$ cat src/rtl/reset_sequencer.sv
// Reset sequencer: async assert, synchronized and ordered per-domain release.
// Optional RESET_SEQ_TIMEOUT_EN bounds each ready wait to TIMEOUT_CYCLES.
module reset_sequencer #(
    parameter int NUM_DOMAINS    = 4,
    parameter int SYNC_STAGES    = 3,
    parameter int GAP_CYCLES     = 16,
    parameter int SW_HOLD_CYCLES = 8,
    parameter int TIMEOUT_CYCLES = 1024
) (
    input  logic                   clk,
    input  logic                   rst,
    input  logic                   sw_rst_req,
    input  logic [NUM_DOMAINS-1:0] domain_ready,
    output logic [NUM_DOMAINS-1:0] domain_rst,
    output logic [2:0]             seq_state,
    output logic                   busy,
    output logic                   done,
    output logic                   timeout_err,
    output logic [3:0]             fail_idx
);

    localparam int MAXA = (GAP_CYCLES > SW_HOLD_CYCLES) ?
                          GAP_CYCLES : SW_HOLD_CYCLES;
    localparam int MAXC = (MAXA > TIMEOUT_CYCLES) ? MAXA : TIMEOUT_CYCLES;
    localparam int CW   = $clog2(MAXC + 1);
    localparam int IW   = (NUM_DOMAINS > 1) ? $clog2(NUM_DOMAINS) : 1;

    localparam logic [CW-1:0] GAP_LAST = CW'(GAP_CYCLES - 1);
    localparam logic [CW-1:0] SWH_LAST = CW'(SW_HOLD_CYCLES - 1);
    localparam logic [IW-1:0] IDX_LAST = IW'(NUM_DOMAINS - 1);

    typedef enum logic [2:0] {
        S_HOLD  = 3'd0,
        S_GAP   = 3'd1,
        S_WAIT  = 3'd2,
        S_RUN   = 3'd3,
        S_SWRST = 3'd4
    } state_t;

    logic [SYNC_STAGES-1:0] sync_q;
    logic                   sync_ok;

    state_t                 state_q, state_d;
    logic [IW-1:0]          idx_q, idx_d;
    logic [CW-1:0]          cnt_q, cnt_d;
    logic [NUM_DOMAINS-1:0] drst_q, drst_d;
    logic                   adv;

`ifdef RESET_SEQ_TIMEOUT_EN
    localparam logic [CW-1:0] TMO_LAST = CW'(TIMEOUT_CYCLES - 1);
    logic       terr_q, terr_d;
    logic [3:0] fidx_q, fidx_d;
`endif

    // Deassertion synchronizer: a short rst pulse still clears every stage.
    always_ff @(posedge clk or posedge rst) begin
        if (rst) begin
            sync_q <= '0;
        end else begin
            sync_q <= {sync_q[SYNC_STAGES-2:0], 1'b1};
        end
    end

    assign sync_ok = sync_q[SYNC_STAGES-1];

    // State register; domain resets are set asynchronously by rst.
    always_ff @(posedge clk or posedge rst) begin
        if (rst) begin
            state_q <= S_HOLD;
            idx_q   <= '0;
            cnt_q   <= '0;
            drst_q  <= '1;
`ifdef RESET_SEQ_TIMEOUT_EN
            terr_q  <= 1'b0;
            fidx_q  <= 4'd0;
`endif
        end else begin
            state_q <= state_d;
            idx_q   <= idx_d;
            cnt_q   <= cnt_d;
            drst_q  <= drst_d;
`ifdef RESET_SEQ_TIMEOUT_EN
            terr_q  <= terr_d;
            fidx_q  <= fidx_d;
`endif
        end
    end

    // Next-state logic: gap timing, ordered release, ready wait, warm reset.
    always_comb begin
        state_d = state_q;
        idx_d   = idx_q;
        cnt_d   = cnt_q;
        drst_d  = drst_q;
        adv     = 1'b0;
`ifdef RESET_SEQ_TIMEOUT_EN
        terr_d  = terr_q;
        fidx_d  = fidx_q;
`endif
        unique case (state_q)
            S_HOLD: begin
                if (sync_ok) begin
                    state_d = S_GAP;
                    idx_d   = '0;
                    cnt_d   = '0;
                end
            end
            S_GAP: begin
                if (cnt_q == GAP_LAST) begin
                    drst_d[idx_q] = 1'b0;
                    state_d       = S_WAIT;
                    cnt_d         = '0;
                end else begin
                    cnt_d = cnt_q + CW'(1);
                end
            end
            S_WAIT: begin
`ifdef RESET_SEQ_TIMEOUT_EN
                adv = domain_ready[idx_q] || (cnt_q == TMO_LAST);
                if (!domain_ready[idx_q] && (cnt_q == TMO_LAST)) begin
                    terr_d = 1'b1;
                    fidx_d = 4'(idx_q);
                end
                if (!adv) begin
                    cnt_d = cnt_q + CW'(1);
                end
`else
                adv = domain_ready[idx_q];
`endif
                if (adv) begin
                    cnt_d = '0;
                    if (idx_q == IDX_LAST) begin
                        state_d = S_RUN;
                    end else begin
                        idx_d   = idx_q + IW'(1);
                        state_d = S_GAP;
                    end
                end
            end
            S_RUN: begin
                if (sw_rst_req) begin
                    state_d = S_SWRST;
                    drst_d  = '1;
                    cnt_d   = '0;
`ifdef RESET_SEQ_TIMEOUT_EN
                    terr_d  = 1'b0;
                    fidx_d  = 4'd0;
`endif
                end
            end
            S_SWRST: begin
                if (cnt_q == SWH_LAST) begin
                    state_d = S_GAP;
                    idx_d   = '0;
                    cnt_d   = '0;
                end else begin
                    cnt_d = cnt_q + CW'(1);
                end
            end
            default: begin
                state_d = S_HOLD;
            end
        endcase
    end

    assign domain_rst = drst_q;
    assign seq_state  = state_q;
    assign busy       = (state_q != S_RUN);
    assign done       = (state_q == S_RUN);

`ifdef RESET_SEQ_TIMEOUT_EN
    assign timeout_err = terr_q;
    assign fail_idx    = fidx_q;
`else
    assign timeout_err = 1'b0;
    assign fail_idx    = 4'd0;
`endif

endmodule
$ cat config.mk
export PLATFORM = sky130hd
export DESIGN_NAME = reset_sequencer
export DESIGN_NICKNAME = d
export VERILOG_FILES = /design/src/rtl/reset_sequencer.sv
export SDC_FILE = /design/constraint.sdc
export NUM_CORES = 1
export LEC_CHECK = 0
export CAP_MARGIN = 25
export CORE_UTILIZATION = 50
export CTS_CLUSTER_DIAMETER = 100
export DETAILED_ROUTE_END_ITERATION = 16
export GPL_TIMING_DRIVEN = 0
export PLACE_DENSITY_LB_ADDON = 0.08
export SYNTH_ARGS = -nofsm -noshare
export SYNTH_HDL_FRONTEND = slang
export SYNTH_SLANG_ARGS = --single-unit
$ cat constraint.sdc
create_clock -name clk -period 2.41 [get_ports clk]
set_clock_uncertainty 0.05 [all_clocks]
set_input_delay 0.482 -clock clk [delete_from_list [all_inputs] [get_ports clk]]
set_output_delay 0.482 -clock clk [all_outputs]
set_load 0.05 [all_outputs]
Word level (Yosys, flattened, before mapping)
Index checks and enable logic that the tools add are counted.
{ "word_totals": {"word_cells": 59, "latch_bits": 0, "register_bits": 23, "mem_count": 0, "inputBits": 7, "ramBits": 0, "output_inout_bits": 14, "rom_bits": 0} }
{ "classes": {"mux": 25, "shift": 0, "n_mul": 0, "n_eq_ne": 14, "addsub": 2, "bitwise_logic": 2, "order_cmp": 2, "div": 0, "reduce_logical": 9} }
{ "op_table": {"columns": ["cell", "n"], "rows": [
  ["11-bit 2-to-1 mux", 5],
  ["11-bit case mux with 5 select lines", 1],
  ["3-bit 2-to-1 mux", 5],
  ["3-bit case mux with 5 select lines", 1],
  ["2-bit != test (second input constant)", 6],
  ["11-bit by 1-bit adder with 11-bit output (second input constant)", 1],
  ["11-bit by 3-bit equality test with 1-bit output (second input constant)", 1],
  ["11-bit by 4-bit equality test with 1-bit output (second input constant)", 1],
  ["2-bit 2-to-1 mux", 5],
  ["5-bit AND reduction", 2],
  ["4-bit 2-to-1 mux", 2],
  ["4-bit case mux with 2 select lines", 1],
  ["3-bit by 2-bit equality test with 1-bit output (second input constant)", 2],
  ["2-bit case mux with 3 select lines", 1],
  ["5-bit nonzero test", 1],
  ["4-bit AND", 1],
  ["4-bit inverter", 1],
  ["4-bit AND reduction", 1],
  ["3-bit by 1-bit equality test with 1-bit output (second input constant)", 1],
  ["3-bit equality test (second input constant)", 1],
  ["3-bit logical NOT", 1],
  ["2-bit by 3-bit < comparator with 1-bit output (second input constant)", 1],
  ["3-bit by 2-bit != test with 1-bit output (second input constant)", 1],
  ["3-bit AND reduction", 1],
  ["9 further kinds", 10]
]} }

Depth between registers and ports, before layout
Gate-level depths: netlist of the first run.
{ "logic_depth": {"word_depth": 8, "depth_mapped": 6, "depth_no_buf": 5} }

Worst setup path before layout of the first run
No wires, ideal clock.
{ "synth_path": {"path_type": "flip-flop to output port", "from": "register state_q[1] (netlist: seq_state[1])", "to": "output done", "t_required_ns": 1.878, "n_path_buf": 1, "stages_incl_launch_ff": 5, "arrival_time_ns": 1.960, "path_slack_ns": -0.082, "path_cell_list": "dfrtp_1 > clkbuf_1 > nor2b_1 > nand2_1 > inv_1"} }
{ "synth_between": {"elab_chain_len": 1} }
{ "synth_lines": {"columns": ["element", "line", "source"], "rows": [
  ["from (decl)", "43", "state_t state_q, state_d;"],
  ["from (signal assigned)", "78", "state_q <= state_d;"],
  ["3-bit by 2-bit equality test with 1-bit output", "169", "assign done = (state_q == S_RUN);"],
  ["to (decl)", "17", "output logic done,"]
]} }
Every way passes these cells.

Final worst setup path of the first run
{ "layout_path": {"from": "register state_q[2] (netlist: seq_state[2])", "to": "output done"} }
The elaborated chain is that of the path after synthesis.

==> flow_summary.json, run 1 <==
{
  "period_share_pct": 94.12,
  "fmax_ghz": 0.4409,
  "ys.flop_type": "dfrtp_1",
  "arrival_ns": 1.74,
  "p_seq_share_pct": 36.9,
  "drtIter0Drc": 71,
  "multi_input_area_um2": 794.5,
  "antenna_found_initial": 0,
  "vias_per_cell": 6.000,
  "synth_top_cell_by_area": "dfrtp_1",
  "yosys.cell_types.count": 48,
  "htree_levels": 1,
  "grt_pass1_vias": 1156,
  "yosysWarnings": 0,
  "die-area_mm2": 0.003169,
  "path_class": "flop to primary output",
  "post_cts_buffers": 0,
  "relSlewSlack_pct": 40.26,
  "place.gp.congestion": 0.8447,
  "routedWlPerCell_um": 13.99,
  "grt_overflow": 0,
  "synth-seq-cells": 23,
  "clock_path_buffers": 2,
  "worst_pin_slew_ns": 0.8961,
  "cts_buffers": 3,
  "ys_async_sr_fraction_pct": 100.0,
  "p_leak_nw": 0.7214,
  "irDropWorstVdd_v": 0.0006931,
  "hp-class": "flop to flop",
  "intPower_mw": 0.8464,
  "power_density_mw_per_mm2": 923.8,
  "synth.cell_area_mm2": 0.001474,
  "postRouteAntennaNets": 0,
  "path_clk_slew_ns": 0.14,
  "drive_gt1_share_pct": 15.85,
  "track_usage_pct": 21.53,
  "root_buffer": "clkbuf_4",
  "cap_violations": 0,
  "ys_top_cells_by_area": "dfrtp_1 32%, dfstp_2 7.1%, nand2_1 5.3%",
  "r2r_cells": 5,
  "core_mm2": 0.002781,
  "row_count": 19,
  "clockPowerShare_pct": 12.2,
  "comb_power_share_pct": 50.9,
  "synth_top_area_share_pct": 32.26,
  "top_layer": "met4",
  "critPathMaxFanout": 10,
  "remaining_drc_errors": 0,
  "finish.utilization_pct": 61.31,
  "ios": 21,
  "dpl.hpwl_um": 2247,
  "avgSynthCellArea_um2": 9.155,
  "drv_slew": 0,
  "num_vias": 1284,
  "layout_common_cells": "21 x nand2_1, 18 x dfrtp_1, 13 x clkdlybuf4s50_1",
  "period_needed_ns": 2.268,
  "cp-start-kind": "flop",
  "die_w_um": 56.30,
  "finalSetupViolCount": 0,
  "grt_max_degree": 24,
  "seq_area_frac_synth_pct": 39.39,
  "p_sw_mw": 0.7291,
  "cts_tree": "yes",
  "clock-sinks": 23,
  "cts_hold_buf": 0,
  "netSwitchingFraction_pct": 46.28,
  "drt_wl_total_um": 2994,
  "finalNetCount": 196,
  "place_ws_ns": -0.1046,
  "initial_utilization_pct": 52.99,
  "worst_ep_required_time_ns": 1.88,
  "rsz0062_at_grt": "false",
  "fin_cells": 214,
  "cts_resized": 4,
  "worst_slack_ns": 0.1417,
  "regArea_um2": 581.8,
  "areaGrowthSynthToFinish_pct": 15.70,
  "portBuffers": 15,
  "drt-met1-wl_um": 1382,
  "final_common_cell": "nand2_1",
  "wl_met2_um": 1375,
  "n_antenna_cell": 0,
  "drtPass1Iterations": 4,
  "route.met3.wl_um": 187,
  "grt_pass1_wl_um": 5319,
  "nFillCells": 252,
  "clk_latency_ns": 0.33,
  "hold_viol": 0,
  "dp_cells": 211,
  "power_mw": 1.575,
  "worst_setup_path_end_kind": "primary output",
  "status": "finished clean",
  "netlist_instances": 161,
  "die_h_um": 56.30,
  "min_path_cells": 0,
  "synth_edf_count": 0
}
cell type report:
| type | instances | share of cell area (%) |
|---|---|---|
| inverters | 12 | 2.861 |
| repair buffers | 15 | 8.584 |
| clock buffers | 3 | 1.321 |
| clock inverters | 1 | 0.4402 |
| flip-flops and latches | 23 | 34.12 |
| well taps | 31 | 2.274 |
| multi-input cells | 119 | 46.59 |
| plain buffers | 10 | 3.815 |
cell families (layout without fill, tap and decap cells):
logic type / count (synthesis) / after routing / share of synthesized area, %
simple gates: 64 / 64 / 22.33
compound gates: 39 / 39 / 21.73
flops: 23 / 23 / 39.39
buf+inv: 23 / 41 / 7.724
fa+ha+maj: 5 / 5 / 4.244
mux: 3 / 3 / 2.886
other cells: 2 / 6 / 0.5095
xor+xnor: 2 / 2 / 1.189
flip-flops by register name, indices dropped and copies added (netlist names):
signal	flops
cnt_q	11
domain_rst	4
seq_state	3
sync_q	3
idx_q	2
power by group through the flow:
stage | Combinational (mW) | Sequential (mW) | Clock (mW)
3_5_place_dp | 0.805 | 0.585 | 0
6_report | 0.802 | 0.581 | 0.193
5_1_grt | 0.869 | 0.599 | 0.215
2_1_floorplan | 0.465 | 0.721 | 0
3_3_place_gp | 0.793 | 0.577 | 0
4_1_cts | 0.802 | 0.580 | 0.201
final timing paths:
| kind | start | endpoint | slack (ns) |
|---|---|---|---|
| min in group asynchronous | rst | cnt_q[10]$_DFFE_PP0P_ | 0.55 |
| setup / recovery | seq_state[2]$_DFFE_PP0P_ | done | 0.14 |
| hold reg to reg | sync_q[0]$_DFF_PP0_ | sync_q[1]$_DFF_PP0_ | 0.33 |
| max in group asynchronous | rst | seq_state[1]$_DFFE_PP0P_ | 1.18 |
| hold / removal | sync_q[0]$_DFF_PP0_ | sync_q[1]$_DFF_PP0_ | 0.33 |
| setup reg to reg | cnt_q[0]$_DFFE_PP0P_ | cnt_q[10]$_DFFE_PP0P_ | 0.33 |
worst max-delay path: stages, from the launching register on:
cell	delay, ns
dfrtp_1	0.40
clkbuf_1	0.21
nor2b_1	0.21
nand2_1	0.13
clkinvlp_4	0.10
clkdlybuf4s15_2	0.36
cells in the mapped netlist, types with 2 or more instances:
master,number
nor2_1,6
mux2i_1,2
nor2b_1,3
inv_1,11
dfstp_2,4
buf_4,5
or3_1,3
a21o_1,5
conb_1,2
o2111ai_1,2
ha_1,5
o22ai_1,2
nor4_1,3
o221ai_1,6
nand2_1,21
nand3_1,12
o21ai_0,6
nand4_1,3
o41ai_1,3
o21a_1,2
or2_2,2
nor3_1,3
o31a_1,2
a22o_1,2
dfrtp_1,19
nand2b_1,2
clkbuf_1,4
metrics by stage:
step / setup TNS [ns] / area (um^2) / hold slack (ns)
floorplan: 0 / 1494 / 0.2812
global placement: -0.08816 / 1683 / 0.2851
detailed placement: -0.1046 / 1683 / 0.3075
CTS: 0 / 1709 / 0.3388
global route: 0 / 1705 / 0.3388
finish: 0 / 1705 / 0.3276
per-layer routing:
layer,track usage (%),up-vias
li1,-,618
met1,30.38,605
met2,34.01,55
met3,2.765,6
met4,8.014,0
met5,0,-
Note: power is estimated with default switching activity, not from simulation.
==> run 2, diff against run 1 <==
- ABC_CLOCK_PERIOD_IN_PS: default -> 2410
==> results of run 2 <==
The final DEF is identical to that of run 1; final timing and power are the same.
